File: src/rtl/risc_ctrl_fsm_if.sv
// Control bundle between the IR decode fields and the datapath/memory enables.
// master = controller side, slave = datapath/memory side.
interface risc_ctrl_fsm_if;
   logic [2:0] opcode;
   logic [1:0] op;
   logic [1:0] reg_sel;
   logic [1:0] wb_sel;
   logic       w_en;
   logic       en_A;
   logic       en_B;
   logic       en_C;
   logic       en_status;
   logic       sel_A;
   logic       sel_B;
   logic       load_ir;
   logic       load_pc;
   logic       clear_pc;
   logic       load_addr;
   logic       addr_sel;
   logic       mem_rd;
   logic       mem_wr;
   logic       halted;
   logic       illegal;

   modport master (
      input  opcode, op,
      output reg_sel, wb_sel, w_en, en_A, en_B, en_C, en_status, sel_A, sel_B,
             load_ir, load_pc, clear_pc, load_addr, addr_sel, mem_rd, mem_wr,
             halted, illegal
   );

   modport slave (
      output opcode, op,
      input  reg_sel, wb_sel, w_en, en_A, en_B, en_C, en_status, sel_A, sel_B,
             load_ir, load_pc, clear_pc, load_addr, addr_sel, mem_rd, mem_wr,
             halted, illegal
   );
endinterface

File: src/rtl/risc_ctrl_fsm.sv
// Multi-cycle Moore control FSM for the simple RISC CPU (fetch/decode/execute, LDR/STR, HALT).
// Optional macro CTRL_ILLEGAL_TRAP_EN: undefined encodings halt and set the sticky illegal flag.
module risc_ctrl_fsm #(
   parameter int unsigned MEM_LATENCY = 1
) (
   input logic             clk,
   input logic             rst,
   risc_ctrl_fsm_if.master bus
);

   typedef enum logic [4:0] {
      S_RESET, S_IF1, S_IF2, S_UPDATE_PC, S_DECODE, S_WRITE_IMM, S_LOAD_A,
      S_LOAD_B, S_ALU, S_WRITE_C, S_STATUS, S_ADDR, S_LOAD_ADDR, S_MEM_RD,
      S_WRITE_MEM, S_LOAD_RD, S_STR_C, S_MEM_WR, S_HALT
   } state_e;

   localparam logic [3:0] WAIT_LAST = 4'(MEM_LATENCY - 1);

   localparam logic [4:0] I_MOVI = 5'b110_10;
   localparam logic [4:0] I_MOVR = 5'b110_00;
   localparam logic [4:0] I_MVN  = 5'b101_11;
   localparam logic [4:0] I_ADD  = 5'b101_00;
   localparam logic [4:0] I_AND  = 5'b101_10;
   localparam logic [4:0] I_CMP  = 5'b101_01;
   localparam logic [4:0] I_LDR  = 5'b011_00;
   localparam logic [4:0] I_STR  = 5'b100_00;

   state_e     state_q, state_d;
   logic [3:0] wait_q, wait_d;
   logic [4:0] instr;

   logic [1:0] reg_sel, wb_sel;
   logic       w_en, en_a, en_b, en_c, en_status, sel_a, sel_b;
   logic       load_ir, load_pc, clear_pc, load_addr, addr_sel, mem_rd, mem_wr, halted;

`ifdef CTRL_ILLEGAL_TRAP_EN
   logic illegal_q, illegal_d;
`endif

   assign instr = {bus.opcode, bus.op};

   always_ff @(posedge clk or posedge rst) begin
      if (rst) begin
         state_q <= S_RESET;
         wait_q  <= '0;
      end else begin
         state_q <= state_d;
         wait_q  <= wait_d;
      end
   end

`ifdef CTRL_ILLEGAL_TRAP_EN
   always_ff @(posedge clk or posedge rst) begin
      if (rst) illegal_q <= 1'b0;
      else     illegal_q <= illegal_d;
   end
`endif

   // Wait counter is zero outside the memory-read states, so it is cleared on every entry.
   always_comb begin
      state_d   = state_q;
      wait_d    = '0;
`ifdef CTRL_ILLEGAL_TRAP_EN
      illegal_d = illegal_q;
`endif
      reg_sel   = 2'b00;
      wb_sel    = 2'b00;
      w_en      = 1'b0;
      en_a      = 1'b0;
      en_b      = 1'b0;
      en_c      = 1'b0;
      en_status = 1'b0;
      sel_a     = 1'b0;
      sel_b     = 1'b0;
      load_ir   = 1'b0;
      load_pc   = 1'b0;
      clear_pc  = 1'b0;
      load_addr = 1'b0;
      addr_sel  = 1'b0;
      mem_rd    = 1'b0;
      mem_wr    = 1'b0;
      halted    = 1'b0;
      case (state_q)
         S_RESET: begin
            load_pc  = 1'b1;
            clear_pc = 1'b1;
            state_d  = S_IF1;
         end
         S_IF1: begin
            mem_rd   = 1'b1;
            addr_sel = 1'b1;
            if (wait_q == WAIT_LAST) state_d = S_IF2;
            else                     wait_d  = wait_q + 4'd1;
         end
         S_IF2: begin
            mem_rd   = 1'b1;
            addr_sel = 1'b1;
            load_ir  = 1'b1;
            state_d  = S_UPDATE_PC;
         end
         S_UPDATE_PC: begin
            load_pc = 1'b1;
            state_d = S_DECODE;
         end
         S_DECODE: begin
            if (bus.opcode == 3'b111) begin
               state_d = S_HALT;
            end else begin
               case (instr)
                  I_MOVI:                             state_d = S_WRITE_IMM;
                  I_MOVR, I_MVN:                      state_d = S_LOAD_B;
                  I_ADD, I_AND, I_CMP, I_LDR, I_STR:  state_d = S_LOAD_A;
                  default: begin
`ifdef CTRL_ILLEGAL_TRAP_EN
                     state_d   = S_HALT;
                     illegal_d = 1'b1;
`else
                     state_d   = S_IF1;
`endif
                  end
               endcase
            end
         end
         S_WRITE_IMM: begin
            reg_sel = 2'b10;
            wb_sel  = 2'b10;
            w_en    = 1'b1;
            state_d = S_IF1;
         end
         S_LOAD_A: begin
            reg_sel = 2'b10;
            en_a    = 1'b1;
            state_d = (instr == I_LDR || instr == I_STR) ? S_ADDR : S_LOAD_B;
         end
         S_LOAD_B: begin
            en_b    = 1'b1;
            state_d = (instr == I_CMP) ? S_STATUS : S_ALU;
         end
         S_ALU: begin
            en_c    = 1'b1;
            sel_a   = (instr == I_MOVR || instr == I_MVN);
            state_d = S_WRITE_C;
         end
         S_WRITE_C: begin
            reg_sel = 2'b01;
            w_en    = 1'b1;
            state_d = S_IF1;
         end
         S_STATUS: begin
            en_status = 1'b1;
            state_d   = S_IF1;
         end
         S_ADDR: begin
            sel_b   = 1'b1;
            en_c    = 1'b1;
            state_d = S_LOAD_ADDR;
         end
         S_LOAD_ADDR: begin
            load_addr = 1'b1;
            state_d   = (instr == I_LDR) ? S_MEM_RD : S_LOAD_RD;
         end
         S_MEM_RD: begin
            mem_rd = 1'b1;
            if (wait_q == WAIT_LAST) state_d = S_WRITE_MEM;
            else                     wait_d  = wait_q + 4'd1;
         end
         S_WRITE_MEM: begin
            mem_rd  = 1'b1;
            reg_sel = 2'b01;
            wb_sel  = 2'b11;
            w_en    = 1'b1;
            state_d = S_IF1;
         end
         S_LOAD_RD: begin
            reg_sel = 2'b01;
            en_b    = 1'b1;
            state_d = S_STR_C;
         end
         S_STR_C: begin
            sel_a   = 1'b1;
            en_c    = 1'b1;
            state_d = S_MEM_WR;
         end
         S_MEM_WR: begin
            mem_wr  = 1'b1;
            state_d = S_IF1;
         end
         S_HALT: begin
            halted  = 1'b1;
         end
         default: state_d = S_RESET;
      endcase
   end

   assign bus.reg_sel   = reg_sel;
   assign bus.wb_sel    = wb_sel;
   assign bus.w_en      = w_en;
   assign bus.en_A      = en_a;
   assign bus.en_B      = en_b;
   assign bus.en_C      = en_c;
   assign bus.en_status = en_status;
   assign bus.sel_A     = sel_a;
   assign bus.sel_B     = sel_b;
   assign bus.load_ir   = load_ir;
   assign bus.load_pc   = load_pc;
   assign bus.clear_pc  = clear_pc;
   assign bus.load_addr = load_addr;
   assign bus.addr_sel  = addr_sel;
   assign bus.mem_rd    = mem_rd;
   assign bus.mem_wr    = mem_wr;
   assign bus.halted    = halted;
`ifdef CTRL_ILLEGAL_TRAP_EN
   assign bus.illegal   = illegal_q;
`else
   assign bus.illegal   = 1'b0;
`endif

endmodule

File: src/flat_wrapper.sv
// flat-port wrapper written by rule: the top's interface ports become plain ports
module risc_ctrl_fsm_flat 
#(
   parameter int unsigned MEM_LATENCY = 1
)
  (clk, rst, bus_opcode, bus_op, bus_reg_sel, bus_wb_sel, bus_w_en, bus_en_A, bus_en_B, bus_en_C, bus_en_status, bus_sel_A, bus_sel_B, bus_load_ir, bus_load_pc, bus_clear_pc, bus_load_addr, bus_addr_sel, bus_mem_rd, bus_mem_wr, bus_halted, bus_illegal);
  risc_ctrl_fsm_if bus_i ();
  input logic clk;
  input logic rst;
  input wire logic [$bits(bus_i.opcode)-1:0] bus_opcode;
  input wire logic [$bits(bus_i.op)-1:0] bus_op;
  output wire logic [$bits(bus_i.reg_sel)-1:0] bus_reg_sel;
  output wire logic [$bits(bus_i.wb_sel)-1:0] bus_wb_sel;
  output wire logic [$bits(bus_i.w_en)-1:0] bus_w_en;
  output wire logic [$bits(bus_i.en_A)-1:0] bus_en_A;
  output wire logic [$bits(bus_i.en_B)-1:0] bus_en_B;
  output wire logic [$bits(bus_i.en_C)-1:0] bus_en_C;
  output wire logic [$bits(bus_i.en_status)-1:0] bus_en_status;
  output wire logic [$bits(bus_i.sel_A)-1:0] bus_sel_A;
  output wire logic [$bits(bus_i.sel_B)-1:0] bus_sel_B;
  output wire logic [$bits(bus_i.load_ir)-1:0] bus_load_ir;
  output wire logic [$bits(bus_i.load_pc)-1:0] bus_load_pc;
  output wire logic [$bits(bus_i.clear_pc)-1:0] bus_clear_pc;
  output wire logic [$bits(bus_i.load_addr)-1:0] bus_load_addr;
  output wire logic [$bits(bus_i.addr_sel)-1:0] bus_addr_sel;
  output wire logic [$bits(bus_i.mem_rd)-1:0] bus_mem_rd;
  output wire logic [$bits(bus_i.mem_wr)-1:0] bus_mem_wr;
  output wire logic [$bits(bus_i.halted)-1:0] bus_halted;
  output wire logic [$bits(bus_i.illegal)-1:0] bus_illegal;
  assign bus_i.opcode = bus_opcode;
  assign bus_i.op = bus_op;
  assign bus_reg_sel = bus_i.reg_sel;
  assign bus_wb_sel = bus_i.wb_sel;
  assign bus_w_en = bus_i.w_en;
  assign bus_en_A = bus_i.en_A;
  assign bus_en_B = bus_i.en_B;
  assign bus_en_C = bus_i.en_C;
  assign bus_en_status = bus_i.en_status;
  assign bus_sel_A = bus_i.sel_A;
  assign bus_sel_B = bus_i.sel_B;
  assign bus_load_ir = bus_i.load_ir;
  assign bus_load_pc = bus_i.load_pc;
  assign bus_clear_pc = bus_i.clear_pc;
  assign bus_load_addr = bus_i.load_addr;
  assign bus_addr_sel = bus_i.addr_sel;
  assign bus_mem_rd = bus_i.mem_rd;
  assign bus_mem_wr = bus_i.mem_wr;
  assign bus_halted = bus_i.halted;
  assign bus_illegal = bus_i.illegal;
  risc_ctrl_fsm #(.MEM_LATENCY(MEM_LATENCY)) u_core (.clk(clk), .rst(rst), .bus(bus_i));
endmodule
File: config.mk
export PLATFORM = sky130hd
export DESIGN_NAME = risc_ctrl_fsm_flat
export DESIGN_NICKNAME = d
export VERILOG_FILES = /design/src/rtl/risc_ctrl_fsm_if.sv /design/src/rtl/risc_ctrl_fsm.sv /design/src/flat_wrapper.sv
export SDC_FILE = /design/constraint.sdc
export NUM_CORES = 1
export LEC_CHECK = 0
export CORE_ASPECT_RATIO = 1.1
export CORE_MARGIN = 2
export CORE_UTILIZATION = 36
export DETAILED_ROUTE_END_ITERATION = 10
export DONT_BUFFER_PORTS = 1
export PLACE_DENSITY = 0.51
export SYNTH_ARGS = -nofsm -noshare
export SYNTH_HDL_FRONTEND = slang
export SYNTH_SLANG_ARGS = --single-unit
File: constraint.sdc
create_clock -name clk -period 1.8 [get_ports clk]
set_clock_uncertainty 0.1 [all_clocks]
set_input_delay 0.27 -clock clk [delete_from_list [all_inputs] [get_ports clk]]
set_output_delay 0.27 -clock clk [all_outputs]
set_load 0.03 [all_outputs]
[Word-level counts from Yosys, hierarchy flattened]
Memory sizes are Yosys's and may differ from the RTL's.
Index checks and enable logic that the tools add are counted.
Storage, ports and cells
  bits in latches: 0
  memory bits (read-only): 96
  bits in registers: 9
  RAM bits: 0
  memories: 1
Operators by class
  divide/modulo/power cells: 0
  shift-type cells: 0
  order comparisons: 0
  $add $sub $neg: 1
  bitwise operators: 1
  multipliers: 0
  mux-type cells: 26
  eq/ne operators: 26
  reduce and logical (&&, ||, !) cells: 15
Memory list
  (no name shown): words 32, width 3, read ports 1, clocked after memory_dff 0, wr ports 0, line risc_ctrl_fsm.sv:109  | case (instr)
Operators by type and width (number)
  case mux 5 bit (14 select lines): 1
  == test 5 x 4 -> 1 bit (second input constant): 9
  == test 5 bit (second input constant): 7
  == test 5 x 3 -> 1 bit (second input constant): 4
  two-way mux 5 bit: 3
  two-way mux 1 bit: 14
  two-way mux 4 bit: 3
  == test 5 x 2 -> 1 bit (second input constant): 2
  OR reduction 2 bit: 5
  OR reduction 3 bit: 3
  case mux 2 bit (2 select lines): 2
  OR reduction 6 bit: 1
  == test 5 x 1 -> 1 bit (second input constant): 1
  logical NOT 5 bit: 1
  adder 4 x 1 -> 4 bit (second input constant): 1
  logical NOT 4 bit: 1
  two-way mux 2 bit: 2
  inequality test 2 x 1 -> 1 bit (second input constant): 2
  OR reduction 4 bit: 1
  == test 3 bit (second input constant): 1
  AND reduction 3 bit: 1
  logical OR 1 bit: 2
  case mux 1 bit (2 select lines): 1
  NOT 1 bit: 1

[Logic depth before layout (Yosys ltp)]
Gate-level depths: netlist of run 1.
  word-level depth: 4
  gate-level depth with buffers: 6
  mapped depth without buffers: 6

[Worst setup path after synthesis of run 1]
No wires, ideal clock.
  path type: register -> output
  start: reg u_core.state_q[0]
  end: out bus_load_addr
  data required time: 1430 ps
  arrival time: 1659 ps
  cell stages (with the launch flop): 4
  setup slack: -229 ps
  cell sequence: dfrtp_1 > buf_2 > buf_4 > nor4_1
On the way
  cells in the longest elaborated chain, start to end: 2
RTL lines
  from (decl): line risc_ctrl_fsm.sv:28  | state_e state_q, state_d;
  from (signal assigned): line risc_ctrl_fsm.sv:47  | state_q <= state_d;
  == test 5 x 4 -> 1 bit: line risc_ctrl_fsm.sv:83  | case (state_q)
  two-way mux 1 bit: line risc_ctrl_fsm.sv:83
  to (decl): line flat_wrapper.sv:24  | output wire logic [$bits(bus_i.load_addr)-1:0] bus_load_addr;
Every way passes these cells.

[Worst setup path in the final report of run 1]
  start: reg u_core.state_q[2]
  end: out bus_mem_rd
On the way
  cells in the longest elaborated chain, start to end: 3
  elaborated cells between the ends (all ways): 6
RTL lines
  == test 5 x 2 -> 1 bit, or another cell as far along: line risc_ctrl_fsm.sv:83
  OR reduction 4 bit (no line) *
  two-way mux 1 bit *: line risc_ctrl_fsm.sv:83
  to (decl): line flat_wrapper.sv:26  | output wire logic [$bits(bus_i.mem_rd)-1:0] bus_mem_rd;
Every way passes the cells marked *; elsewhere a longest branch is shown, timed or not.

==> run metrics, run 1 <==
Die X-Extent roughly 55 µm; Cell variety after synth 46; Post-DP HPWL about 2.1 mm; WHS 0.1255 ns; failing checks setup timing; most frequent cells in the layout buf_4, nor2_1, buf_6; Leak between 0.6 and 0.7 nW; crit path launch type flop; Ys Warns 0; port bufs 0; wire per inst 15.05 µm; CP Class flop to output port; Hold Crit Class input pin to flop; Max Freq approximately 550 MHz; Core ar. 2728 µm²; CP required ~1.4 ns; Synth Area in Simple Gates 0.3435; first-pass GRT wire length about 4.9 mm; vias in the first global route 1,115; CTS root buf clkbuf_4; Power per Cell Area between 1500 and 2000 nW/µm²; Overall Power roughly 2.6 mW; Sink Count 9; vias per cell approximately 5.5; multiplexer area fraction after synthesis 0.01956; H-tree depth 1; deepest clock path buffer count 2; status complete, but fails checks; total track usage 0.2011; #FFs+latches synth 9; # DRC 0; Die Y between 50 and 60 µm; Synth Flop Type dfrtp_1; Antenna Nets Post-Route 0; critical path fanouts, max 6; min cycle time layout roughly 1.8 ns; Critical Path End Type output port; XOR/XNOR share of the synthesized area 0.03301; Antenna Cells 0; FP Rows 20; die area around 3300 µm²; dpl cells roughly 190; Final Hold Vio Count 0; layout cell share with drive strength beyond 1 0.4695; Final Worst Setup Slack -0.01859 ns; largest net degree at the start of global routing 12; post-route cell area 1443 µm²; fin crit share 1.010; non-filler cells, final 197; Syn Nets between 100 and 150; RSZ-0062 raised after global routing yes; Area growth syn-to-layout 40.95%; I/O pin count 27; largest family of logic cells by synthesized area simple AND/OR/NAND/NOR gates; DR pass1 iterations 4; Worst-Skew Late Latency about 0.26 ns; syn_area_per_cell 7.471 µm²; synthesized area 1023 µm²; CTS tree done; GPL Wtd Cong between 0.8 and 0.9; commonest non-fill, non-tap cell in the layout buf_4; final setup vio count 4; Initial Util 0.3752; GRT Residual Overflow 0; Routed Wire Length 2.964 mm; via count around 1,100; Max VDD drop a little under 0.8 mV; Worst-path clk slew 0.07 ns; fin nets 174; Pins Over Slew Limit 0; sequential element share of the synthesized area 0.2200; count of mapped cells out of synthesis about 140; Compound-Gate Fraction of Synth Area 0.2017; Num CTS Buffers 3; DR iter-0 viols 32; max_cap viols 0; Post-synth EDFFs 0; ys async rst share 1.000; Synth Area in Adders 0.02445; Post-Place Cell Area 1175 µm²; Crit path arrival time roughly 1.5 ns; antenna violations before repair 0
==> final cells by class <==
| type | count | area (µm²) |
|---|---|---|
| multi-input cells | 106 | 802.0 |
| clock inverters | 1 | 5.005 |
| fillers | 266 | 1285 |
| inverters | 8 | 30.03 |
| well taps | 33 | 41.29 |
| flip-flops and latches | 9 | 231.5 |
| repair buffers | 37 | 310.3 |
| clock buffers | 3 | 22.52 |
==> cell families (layout without fill, tap and decap cells) <==
kind of cell | after synthesis | in the layout
and+or+nand+nor | 69 | 69
DFF | 9 | 9
other | 1 | 1
muxes | 2 | 2
buffers and inverters | 22 | 49
xor gates and xnor gates | 3 | 3
AOI/OAI and AO/OA | 29 | 29
adders and majority gates | 2 | 2
==> path summary, 6_finish.rpt <==
| check | startpoint | end | slack (ns) | depth (start not counted) |
|---|---|---|---|---|
| hold reg to reg | u_core.wait_q[0] | u_core.wait_q[0] | 0.40 | 1 |
| hold / removal | bus_opcode[0] | u_core.state_q[0] | 0.13 | 2 |
| min in group asynchronous | rst | u_core.wait_q[3] | 0.32 | 2 |
| max in group asynchronous | rst | u_core.state_q[2] | 1.01 | 2 |
| setup / recovery | u_core.state_q[2] | bus_mem_rd | -0.02 | 4 |
| setup reg to reg | u_core.state_q[2] | u_core.state_q[1] | 0.07 | 5 |
==> per-stage QoR <==
stage	TNS, ns	setup slack, ns	utilization
after floorplan	-0.3083	-0.1111	-
after global placement	0	0.09624	0.4307
after detailed placement	0	0.09622	0.4307
after CTS	-0.02026	-0.01092	0.4959
after global routing	-0.6516	-0.08935	0.5289
final	-0.05566	-0.01859	0.5289
==> per-layer routing <==
layer	track usage	share of wire	up-vias
li1	-	-	535
met1	0.2612	0.44	514
met2	0.3384	0.52	25
met3	0.01500	0.036	6
met4	0.07857	0.0084	0
met5	0	0	-
==> cells in the mapped netlist (3+ instances only) <==
master    count  area share
nor2_1       22       0.081
buf_4         6       0.044
a21oi_1       8       0.039
buf_6         4       0.044
o21ai_0       3       0.015
dfrtp_1       9        0.22
nand2b_1      4       0.024
nor4_1        3       0.018
nand2_1      10       0.037
inv_1         8       0.029
nor3_1       12       0.059
nand3_1       5       0.024
==> state kept, by name, summed over array words and instances, names as in the netlist <==
| signal | cells |
|---|---|
| u_core.wait_q | 4 |
| u_core.state_q | 5 |
==> repair_timing <==
item                                    in CTS  in global routing
pin swaps                                    3                  5
endpoints found under the setup margin      17                 17
gates resized for setup                     26                 24
cloned                                       0                  0
setup buffers                                7                  0
hold buffers                                 1                  0
endpoints found under the hold margin        9                  0
==> where the power goes <==
group	switching [mW]	internal, mW	leakage, nW
sequential	0.127	0.263	0.112
combinational	1.16	0.861	0.472
clock	0.0797	0.0821	0.0177
==> critical path, stage by stage (launching register included) <==
cell and delay, ns:
dfrtp_2 0.50, xor2_4 0.22, buf_6 0.13, nor3_4 0.18
buf_6 0.15
No activity file was read; power rests on OpenSTA's default activity.
==> run 2, diff against run 1 <==
--- a/config.mk
+++ b/config.mk
@@ -5,12 +5,15 @@
 export SDC_FILE = /design/constraint.sdc
 export NUM_CORES = 1
 export LEC_CHECK = 0
+export CELL_PAD_IN_SITES_DETAIL_PLACEMENT = 1
+export CELL_PAD_IN_SITES_GLOBAL_PLACEMENT = 1
 export CORE_ASPECT_RATIO = 1.1
 export CORE_MARGIN = 2
 export CORE_UTILIZATION = 36
+export CTS_CLUSTER_DIAMETER = 200
 export DETAILED_ROUTE_END_ITERATION = 10
 export DONT_BUFFER_PORTS = 1
-export PLACE_DENSITY = 0.51
+export PLACE_DENSITY = 0.66
 export SYNTH_ARGS = -nofsm -noshare
 export SYNTH_HDL_FRONTEND = slang
 export SYNTH_SLANG_ARGS = --single-unit
==> run metrics, run 2 (synthesis gave the netlist of run 1 again) <==
status complete, but fails checks; failing checks setup timing; vias per cell just under 6; Crit path top cell by count buf_6; Leak roughly 0.67 nW; layout cell share with drive strength beyond 1 0.4972; Crit Reg-Reg Startpoint u_core.state_q[2]; post-route cell area 1540 µm²; Initial Util 0.3752; # DRC 0; Slowest-stage cell, CP dfrtp_2; CTS tree done; top flop regs u_core.state_q (5), u_core.wait_q (4); FP Rows 20; largest net degree at the start of global routing 13; first-pass GRT wire length between 5 and 6 mm; Routed Wire Length about 4.4 mm; Critical Path End Type output port; Worst-Skew Late Latency roughly 0.26 ns; port bufs 0; Power per Cell Area a little under 2000 nW/µm²; Core ar. roughly 2700 µm²; min cycle time layout approximately 1.9 ns; Die X-Extent 54.84 µm; CP required around 1.4 ns; Antenna Nets Post-Route 0; Post-DP HPWL around 2.4 mm; Area growth syn-to-layout 50.49%; DR pass1 iterations 4; RSZ-0062 raised after global routing yes; Max Freq between 500 and 600 MHz; Worst-path clk slew around 0.07 ns; Max VDD drop 1.037 mV; Setup TNS -0.1120 ns; Final Hold Vio Count 0; Die Y roughly 60 µm; CTS root buf clkbuf_4; critical path fanouts, max 6; Crit path arrival time about 1.5 ns; antenna violations before repair 0; via count roughly 1,200; GRT Residual Overflow 0; deepest clock path buffer count 2; wire per inst about 21 µm; H-tree depth 1; R2R depth 7; Antenna Cells 0; total track usage 0.2257; Setup crit end bus_sel_A; register bank with the most flops u_core.state_q; Final Worst Setup Slack -0.06777 ns; Largest register FFs 5; cells along the critical path buf_6 > nor2_4 > a31oi_2 > nor4_4 > buf_6; WHS about 0.11 ns; WHS Path Cells 2; Num CTS Buffers 3; I/O pin count 27; die area between 3000 and 4000 µm²; Sink Count 9; crit path from u_core.state_q[3]; commonest non-fill, non-tap cell in the layout buf_4; Critical R2R Capture u_core.state_q[0]; final setup vio count 5; crit path launch type flop; Storage cell area between 200 and 250 µm²; fillers ~340; r2r setup slk 0.05 ns; Hold Crit Class input pin to flop; most frequent cells in the layout buf_4, nor2_1, buf_6; vias in the first global route ~1,100; area of the multi-input gates about 790 µm²; max incr delay on CP 0.48 ns; DR iter-0 viols 20; fin crit share 1.038; Post-Place Cell Area 1212 µm²; fin nets ~190; Pins Over Slew Limit 0; max_cap viols 0; GPL Wtd Cong roughly 0.80; CP Class flop to output port
[run 2: worst min-delay path by stage]
stage / start / endpoint / slack (ns)
floorplan: rst / u_core.state_q[0] / -0.002
global placement: rst / u_core.wait_q[0] / 0.03
CTS: bus_opcode[0] / u_core.state_q[0] / 0.13
detailed placement: rst / u_core.wait_q[1] / 0.05
global route: bus_opcode[0] / u_core.state_q[0] / 0.11
finish: bus_opcode[0] / u_core.state_q[0] / 0.11
[run 2: worst max-delay path, delay by kind of cell (launching register included)]
kind,cells,cell delay (ns)
flip-flops,1,0.48
AO/OA/AOI/OAI,1,0.07
AND/OR/NAND/NOR,2,0.36
buffers and inverters,2,0.33
[run 2: cell type report]
type / instances / share of cell area
Clock buffer: 4 / 0.01706
Sequential cell: 9 / 0.1503
Timing Repair Buffer: 50 / 0.2697
Inverter: 8 / 0.02112
Tap cell: 33 / 0.02681
Multi-Input combinational cell: 106 / 0.5150
[run 2: metrics by stage]
stage | total power [mW] | utilization | setup slack [ns] | instances
final | 2.965 | 0.5647 | -0.06777 | 210
after global routing | 3.107 | 0.5647 | -0.1338 | 210
after CTS | 2.315 | 0.4830 | -0.01805 | 201
after detailed placement | 2.007 | 0.4445 | 0.05806 | 190
after global placement | 1.967 | 0.4445 | 0.1106 | 190
after floorplan | 1.491 | - | -0.1111 | 137
[run 2: what timing repair did]
action / CTS / global route
resized for setup: 13 / 42
hold buffers: 1 / 0
pin swaps: 1 / 9
setup buffers: 6 / 9
endpoints found under the setup margin: 16 / 17
endpoints found under the hold margin: 9 / 0
[run 2: power by group]
part	total [mW]	switching [mW]	internal [mW]
clock	0.160	0.0746	0.0854
sequential	0.376	0.113	0.263
combinational	2.43	1.37	1.06
total	2.96	1.56	1.41
[run 2: metal layers]
| metal | vias up | GRT usage | wire [µm] |
|---|---|---|---|
| met5 | - | 0 | 0 |
| met2 | 50 | 0.3895 | 2311 |
| met1 | 591 | 0.2915 | 1729 |
| li1 | 564 | - | - |
| met4 | 0 | 0.05357 | 144 |
| met3 | 13 | 0.03000 | 164 |
